<file path="src/rtl/log2_pkg.sv">
// Shared types and default parameters for the log2_frac base-2 logarithm unit.
package log2_pkg;

    typedef enum logic [1:0] {
        IDLE = 2'd0,
        NORM = 2'd1,
        FRAC = 2'd2,
        DONE = 2'd3
    } log2_state_t;

    localparam int LOG2_N_DEF = 16;
    localparam int LOG2_F_DEF = 8;

endpackage

</file>
<file path="src/rtl/log2_lod.sv">
// Combinational leading-one detector: index of the highest set bit plus an all-zero flag.
module log2_lod #(
    parameter  int N = 16,
    localparam int M = $clog2(N)
) (
    input  logic [N-1:0] i_value,
    output logic [M-1:0] o_index,
    output logic         o_zero
);

    // Scan upward so the last set bit seen, the highest one, wins.
    always_comb begin
        o_index = '0;
        o_zero  = 1'b1;
        for (int i = 0; i < N; i++) begin
            o_index = i_value[i] ? M'(i) : o_index;
            o_zero  = i_value[i] ? 1'b0 : o_zero;
        end
    end

endmodule

</file>
<file path="src/rtl/log2_frac.sv">
// Multi-cycle log2 unit: integer part by leading-one search, F fraction bits by mantissa squaring.
// Optional macro LOG2_POW2_FLAG_EN adds the is_pow2 output.
module log2_frac
    import log2_pkg::*;
#(
    parameter  int N  = LOG2_N_DEF,
    parameter  int F  = LOG2_F_DEF,
    localparam int M  = $clog2(N),
    localparam int FW = (F > 0) ? F : 1
) (
    input  logic          clk,
    input  logic          reset_n,
    input  logic          in_valid,
    output logic          in_ready,
    input  logic [N-1:0]  value,
    output logic          out_valid,
    input  logic          out_ready,
    output logic [M-1:0]  result_int,
    output logic [FW-1:0] result_frac,
    output logic          err
`ifdef LOG2_POW2_FLAG_EN
    ,
    output logic          is_pow2
`endif
);

    // With F = 0 result_frac degenerates to a single bit tied to zero.
    localparam int CW = (F > 0) ? $clog2(F + 1) : 1;

    log2_state_t   r_state;
    log2_state_t   w_next_state;
    logic [N-1:0]  r_value;
    logic [N-1:0]  r_mant;
    logic [CW-1:0] r_cnt;
    logic [M-1:0]  r_int;
    logic [FW-1:0] r_frac;
    logic          r_err;

    logic [M-1:0]  w_lod_idx;
    logic          w_lod_zero;
    logic [M-1:0]  w_shamt;
    logic [N-1:0]  w_norm;
    logic [N:0]    w_top;
    logic          w_bit;
    logic [N-1:0]  w_next_mant;

    log2_lod #(.N(N)) u_lod (
        .i_value (r_value),
        .o_index (w_lod_idx),
        .o_zero  (w_lod_zero)
    );

    // Normalise to 1.(N-1) and square; w_top keeps product bits 2N-1 down to N-1.
    always_comb begin
        w_shamt     = M'(N - 1) - w_lod_idx;
        w_norm      = r_value << w_shamt;
        w_top       = (N + 1)'((((2 * N))'(r_mant) * ((2 * N))'(r_mant)) >> (N - 1));
        w_bit       = w_top[N];
        w_next_mant = w_bit ? w_top[N:1] : w_top[N-1:0];
    end

    // State register.
    always_ff @(posedge clk or negedge reset_n) begin
        if (!reset_n) begin
            r_state <= IDLE;
        end else begin
            r_state <= w_next_state;
        end
    end

    // Next-state logic.
    always_comb begin
        w_next_state = r_state;
        case (r_state)
            IDLE:    w_next_state = in_valid ? NORM : IDLE;
            NORM:    w_next_state = (w_lod_zero || (F == 0)) ? DONE : FRAC;
            FRAC:    w_next_state = (r_cnt == '0) ? DONE : FRAC;
            DONE:    w_next_state = out_ready ? IDLE : DONE;
            default: w_next_state = IDLE;
        endcase
    end

    // Handshake outputs decoded from the state register only.
    always_comb begin
        in_ready  = 1'b0;
        out_valid = 1'b0;
        case (r_state)
            IDLE:    in_ready  = 1'b1;
            DONE:    out_valid = 1'b1;
            default: in_ready  = 1'b0;
        endcase
    end

    // Operand capture, normalisation and one fraction bit per FRAC cycle.
    always_ff @(posedge clk or negedge reset_n) begin
        if (!reset_n) begin
            r_value <= '0;
            r_mant  <= '0;
            r_cnt   <= '0;
            r_int   <= '0;
            r_frac  <= '0;
            r_err   <= 1'b0;
        end else begin
            case (r_state)
                IDLE: begin
                    if (in_valid) begin
                        r_value <= value;
                        r_int   <= '0;
                        r_frac  <= '0;
                        r_err   <= 1'b0;
                    end
                end
                NORM: begin
                    r_int  <= w_lod_idx;
                    r_err  <= w_lod_zero;
                    r_mant <= w_norm;
                    r_cnt  <= CW'(F);
                    r_frac <= '0;
                end
                FRAC: begin
                    if (r_cnt != '0) begin
                        r_frac <= FW'({r_frac, w_bit});
                        r_mant <= w_next_mant;
                        r_cnt  <= r_cnt - CW'(1);
                    end
                end
                default: begin
                    r_cnt <= r_cnt;
                end
            endcase
        end
    end

    assign result_int  = r_int;
    assign result_frac = r_frac;
    assign err         = r_err;

`ifdef LOG2_POW2_FLAG_EN
    logic r_pow2;

    function automatic logic onehot(input logic [N-1:0] v);
        return (v != '0) && ((v & (v - N'(1))) == '0);
    endfunction

    // Power-of-two flag, registered alongside result_int.
    always_ff @(posedge clk or negedge reset_n) begin
        if (!reset_n) begin
            r_pow2 <= 1'b0;
        end else if ((r_state == IDLE) && in_valid) begin
            r_pow2 <= 1'b0;
        end else if (r_state == NORM) begin
            r_pow2 <= onehot(r_value);
        end
    end

    assign is_pow2 = r_pow2;
`endif

endmodule

</file>
<file path="config.mk">
export PLATFORM = sky130hd
export DESIGN_NAME = log2_frac
export DESIGN_NICKNAME = d
export VERILOG_FILES = /design/src/rtl/log2_pkg.sv /design/src/rtl/log2_lod.sv /design/src/rtl/log2_frac.sv
export SDC_FILE = /design/constraint.sdc
export NUM_CORES = 1
export LEC_CHECK = 0
export CAP_MARGIN = 10
export CORE_MARGIN = 2
export CORE_UTILIZATION = 45
export DETAILED_ROUTE_END_ITERATION = 12
export PLACE_DENSITY_LB_ADDON = 0.2
export SLEW_MARGIN = 20
export SYNTH_ARGS = -nofsm -noshare
export SYNTH_HDL_FRONTEND = slang
export SYNTH_SLANG_ARGS = --single-unit
</file>
<file path="constraint.sdc">
create_clock -name clk -period 11.4 [get_ports clk]
set_input_delay 1.71 -clock clk [delete_from_list [all_inputs] [get_ports clk]]
set_output_delay 1.71 -clock clk [all_outputs]
set_load 0.005 [all_outputs]
</file>
==> impl_metrics.json <==
{
  "cp_max_fo": 13,
  "startpoint": "r_mant[12]$_DFFE_PN0P_",
  "crit_family": "adder cells",
  "initial_core_util_pct": 45.5,
  "dieArea_sq_um": 24800,
  "grt_pass1_vias": 8410,
  "min_period_ns": 7.61,
  "syn_inst": 1206,
  "crit_type": "reg2reg",
  "synthAdderAreaFrac_pct": 43.0,
  "grt_overflow": 0,
  "async_flop_share_pct": 100,
  "cts-root-buf": "clkbuf_16",
  "setup_viol": 0,
  "syn2layout_area_growth_pct": 6.80,
  "hold_viol": 0,
  "via_per_inst": 5.41,
  "die_w_um": 158,
  "cts_sinks": 51,
  "hp-class": "reg2reg",
  "synth_simple_gate_area_share_pct": 13.4,
  "synth_compound_area_share_pct": 14.1,
  "cp_data_arrival_time_ns": 7.79,
  "crit_path_frequent_cell": "fa_1",
  "rows": 56,
  "slew_headroom_pct": 39.2,
  "rsz0062_at_grt": "no",
  "cap_violations": 0,
  "slowest_stage": "dfrtp_1",
  "io_buffers": 34,
  "syn_nets": 1494,
  "wl_per_cell_um": 16.2,
  "post_cts_buffers": 0,
  "ctsResizeCount": 0,
  "hold_ws_ns": 0.512,
  "synth_cell_types": 70,
  "hpwl_um": 20200,
  "layout_commonest_cell": "inv_1",
  "synth-seq-cells": 51,
  "critPathBufInv": 4,
  "syn_avg_cell_area_sq_um": 8.80,
  "drcViolationCount": 0,
  "syn_area_sq_um": 10600,
  "postCtsHoldBufs": 0,
  "synthFlopType": "dfrtp_1",
  "synth_xor_area_share_pct": 1.65,
  "cp_data_required_time_ns": 11.58,
  "drt_pass1_iterations": 5,
  "grt_pass1_wl_um": 42000,
  "cts_tree": "yes",
  "cp-end-kind": "flop",
  "fin_setup_tns_ns": 0,
  "yosysWarnings": 0,
  "via_count": 8247,
  "clk_pin_slew_worst_paths_ns": 0.07,
  "hp-start": "result_frac[7]$_DFFE_PN0P_",
  "wl_um": 24700,
  "gp_congestion": 0.919,
  "status": "completed",
  "track_usage_pct": 21.1,
  "yosysSeqAreaShare_pct": 12.0,
  "fmax_mhz": 131,
  "critPathMaxStageDelay_ns": 0.70,
  "drt_iter0_drc": 518,
  "diodes": 0,
  "synthMuxAreaShare_pct": 4.56,
  "ant_nets": 0,
  "io_pins": 35,
  "period_share_pct": 66.8,
  "cts_max_level": 2,
  "slew_viol_final": 0,
  "finClkSkew_ns": 0.00383,
  "antenna_found_initial": 0,
  "clkLatencyLatePin_ns": 0.29,
  "r2r_start": "r_mant[12]$_DFFE_PN0P_",
  "synth_edf_count": 0,
  "synth_top_family_by_area": "adder cells",
  "numCtsBuffers": 5,
  "grt_max_degree": 52,
  "crit_path_start_kind": "flop",
  "worst_pin_slew_ns": 0.912,
  "nNetsFinal": 1492,
  "core-area_sq_um": 23300,
  "clockBufferDepth": 2,
  "drive_gt1_share_pct": 4.65,
  "r2r_slack_ns": 3.79,
  "final_cell_mix": "inv_1, fa_1, ha_1",
  "crit_chain": "inv_1, nor2_1, ha_1, xor2_1, fa_1, inv_1, fa_1, fa_1, fa_1, inv_1, fa_1, inv_1, ha_1, a21oi_1, o211ai_1, a31o_2, nor4_2, or4_4, nand3_1, o21a_1, o41ai_1",
  "die_h_um": 158
}
## sequential cells by signal, indices dropped and copies added, names as in the netlist
name and flops:
r_value 16, r_mant 16, result_frac 8, result_int 4, r_state 2, r_cnt 4
err 1
## area by class of cell
| class | count | area [sq um] |
|---|---|---|
| clock buffers | 7 | 133 |
| clock inverters | 1 | 5.00 |
| fillers | 2261 | 12000 |
| inverters | 268 | 1010 |
| multi-input cells | 839 | 8150 |
| flip-flops and latches | 51 | 1280 |
| well taps | 319 | 399 |
| repair buffers | 39 | 373 |
## kinds of logic after synthesis
logic type                 Yosys count
AOI/OAI and AO/OA                  216
xor gates and xnor gates            20
adders and majority gates          268
buffers and inverters              316
DFF                                 51
muxes                               40
and+or+nand+nor                    295
## stage by stage
stage / worst slack [ns] / cells / instance area [sq um] / utilization, %
floorplan: 4.76 / 1206 / 10600 / -
global placement: 4.02 / 1516 / 11200 / 48.0
detailed placement: 3.86 / 1516 / 11200 / 48.0
CTS: 3.82 / 1524 / 11300 / 48.6
global route: 3.35 / 1524 / 11300 / 48.6
finish: 3.79 / 1524 / 11300 / 48.6
## routing by layer
metal	global-route usage, %	part of all wire (%)	routed length (um)	vias to the layer above
met5	0	0	0	-
met4	4.24	1.8	443	0
met3	1.81	4.8	1200	36
met2	36.0	48	12000	240
met1	29.6	45	11100	4043
li1	-	-	-	3928
## cells in the mapped netlist, types with 4 or more instances
| master | number | area (sq um) |
|---|---|---|
| o211ai_1 | 9 | 67.6 |
| inv_1 | 267 | 1000 |
| a211oi_1 | 8 | 60.1 |
| a21o_1 | 10 | 75.1 |
| nand3_1 | 21 | 105 |
| o22ai_1 | 4 | 25.0 |
| o21a_1 | 11 | 82.6 |
| a22oi_1 | 11 | 82.6 |
| o211a_1 | 4 | 40.0 |
| nand2b_1 | 10 | 62.6 |
| clkbuf_1 | 44 | 165 |
| nand4_1 | 8 | 50.1 |
| nand2_1 | 104 | 390 |
| a21oi_1 | 41 | 205 |
| xnor2_1 | 13 | 114 |
| o31ai_1 | 5 | 37.5 |
| fa_1 | 161 | 3220 |
| nor4_1 | 8 | 50.1 |
| mux2i_1 | 12 | 120 |
| a22o_1 | 9 | 78.8 |
| mux2_2 | 23 | 259 |
| xor2_1 | 7 | 61.3 |
| ha_1 | 107 | 1340 |
| nor2b_1 | 5 | 31.3 |
| o21ai_0 | 47 | 235 |
| a311oi_1 | 4 | 35.0 |
| nor3_1 | 12 | 60.1 |
| dfrtp_1 | 51 | 1280 |
| nor2_1 | 59 | 221 |
| or2_2 | 6 | 37.5 |
| and2_1 | 41 | 257 |
| a31oi_1 | 7 | 43.8 |
| and3_1 | 8 | 50.1 |
| a32oi_1 | 4 | 35.0 |
| mux4_2 | 4 | 90.1 |
## final timing paths
kind / endpoint / depth (start not counted)
setup / recovery: r_mant[1]$_DFFE_PN0P_ / 21
hold / removal: result_frac[7]$_DFFE_PN0P_ / 1
setup reg to reg: r_mant[1]$_DFFE_PN0P_ / 21
hold reg to reg: result_frac[7]$_DFFE_PN0P_ / 1
max in group asynchronous: r_mant[5]$_DFFE_PN0P_ / 2
min in group asynchronous: result_int[1]$_DFFE_PN0P_ / 2
## worst register-to-register path, stage by stage (launching register included)
cell      delay [ns]
dfrtp_1         0.70
inv_1           0.34
nor2_1          0.29
ha_1            0.30
xor2_1          0.20
fa_1            0.54
inv_1           0.05
fa_1            0.48
fa_1            0.51
fa_1            0.50
inv_1           0.05
fa_1            0.48
inv_1           0.05
ha_1            0.35
a21oi_1         0.28
o211ai_1        0.16
a31o_2          0.30
nor4_2          0.52
or4_4           0.26
nand3_1         0.45
o21a_1          0.36
o41ai_1         0.33
Power is not shown: default switching activity piles up to over one toggle a cycle in this logic, so the estimate is an artifact.
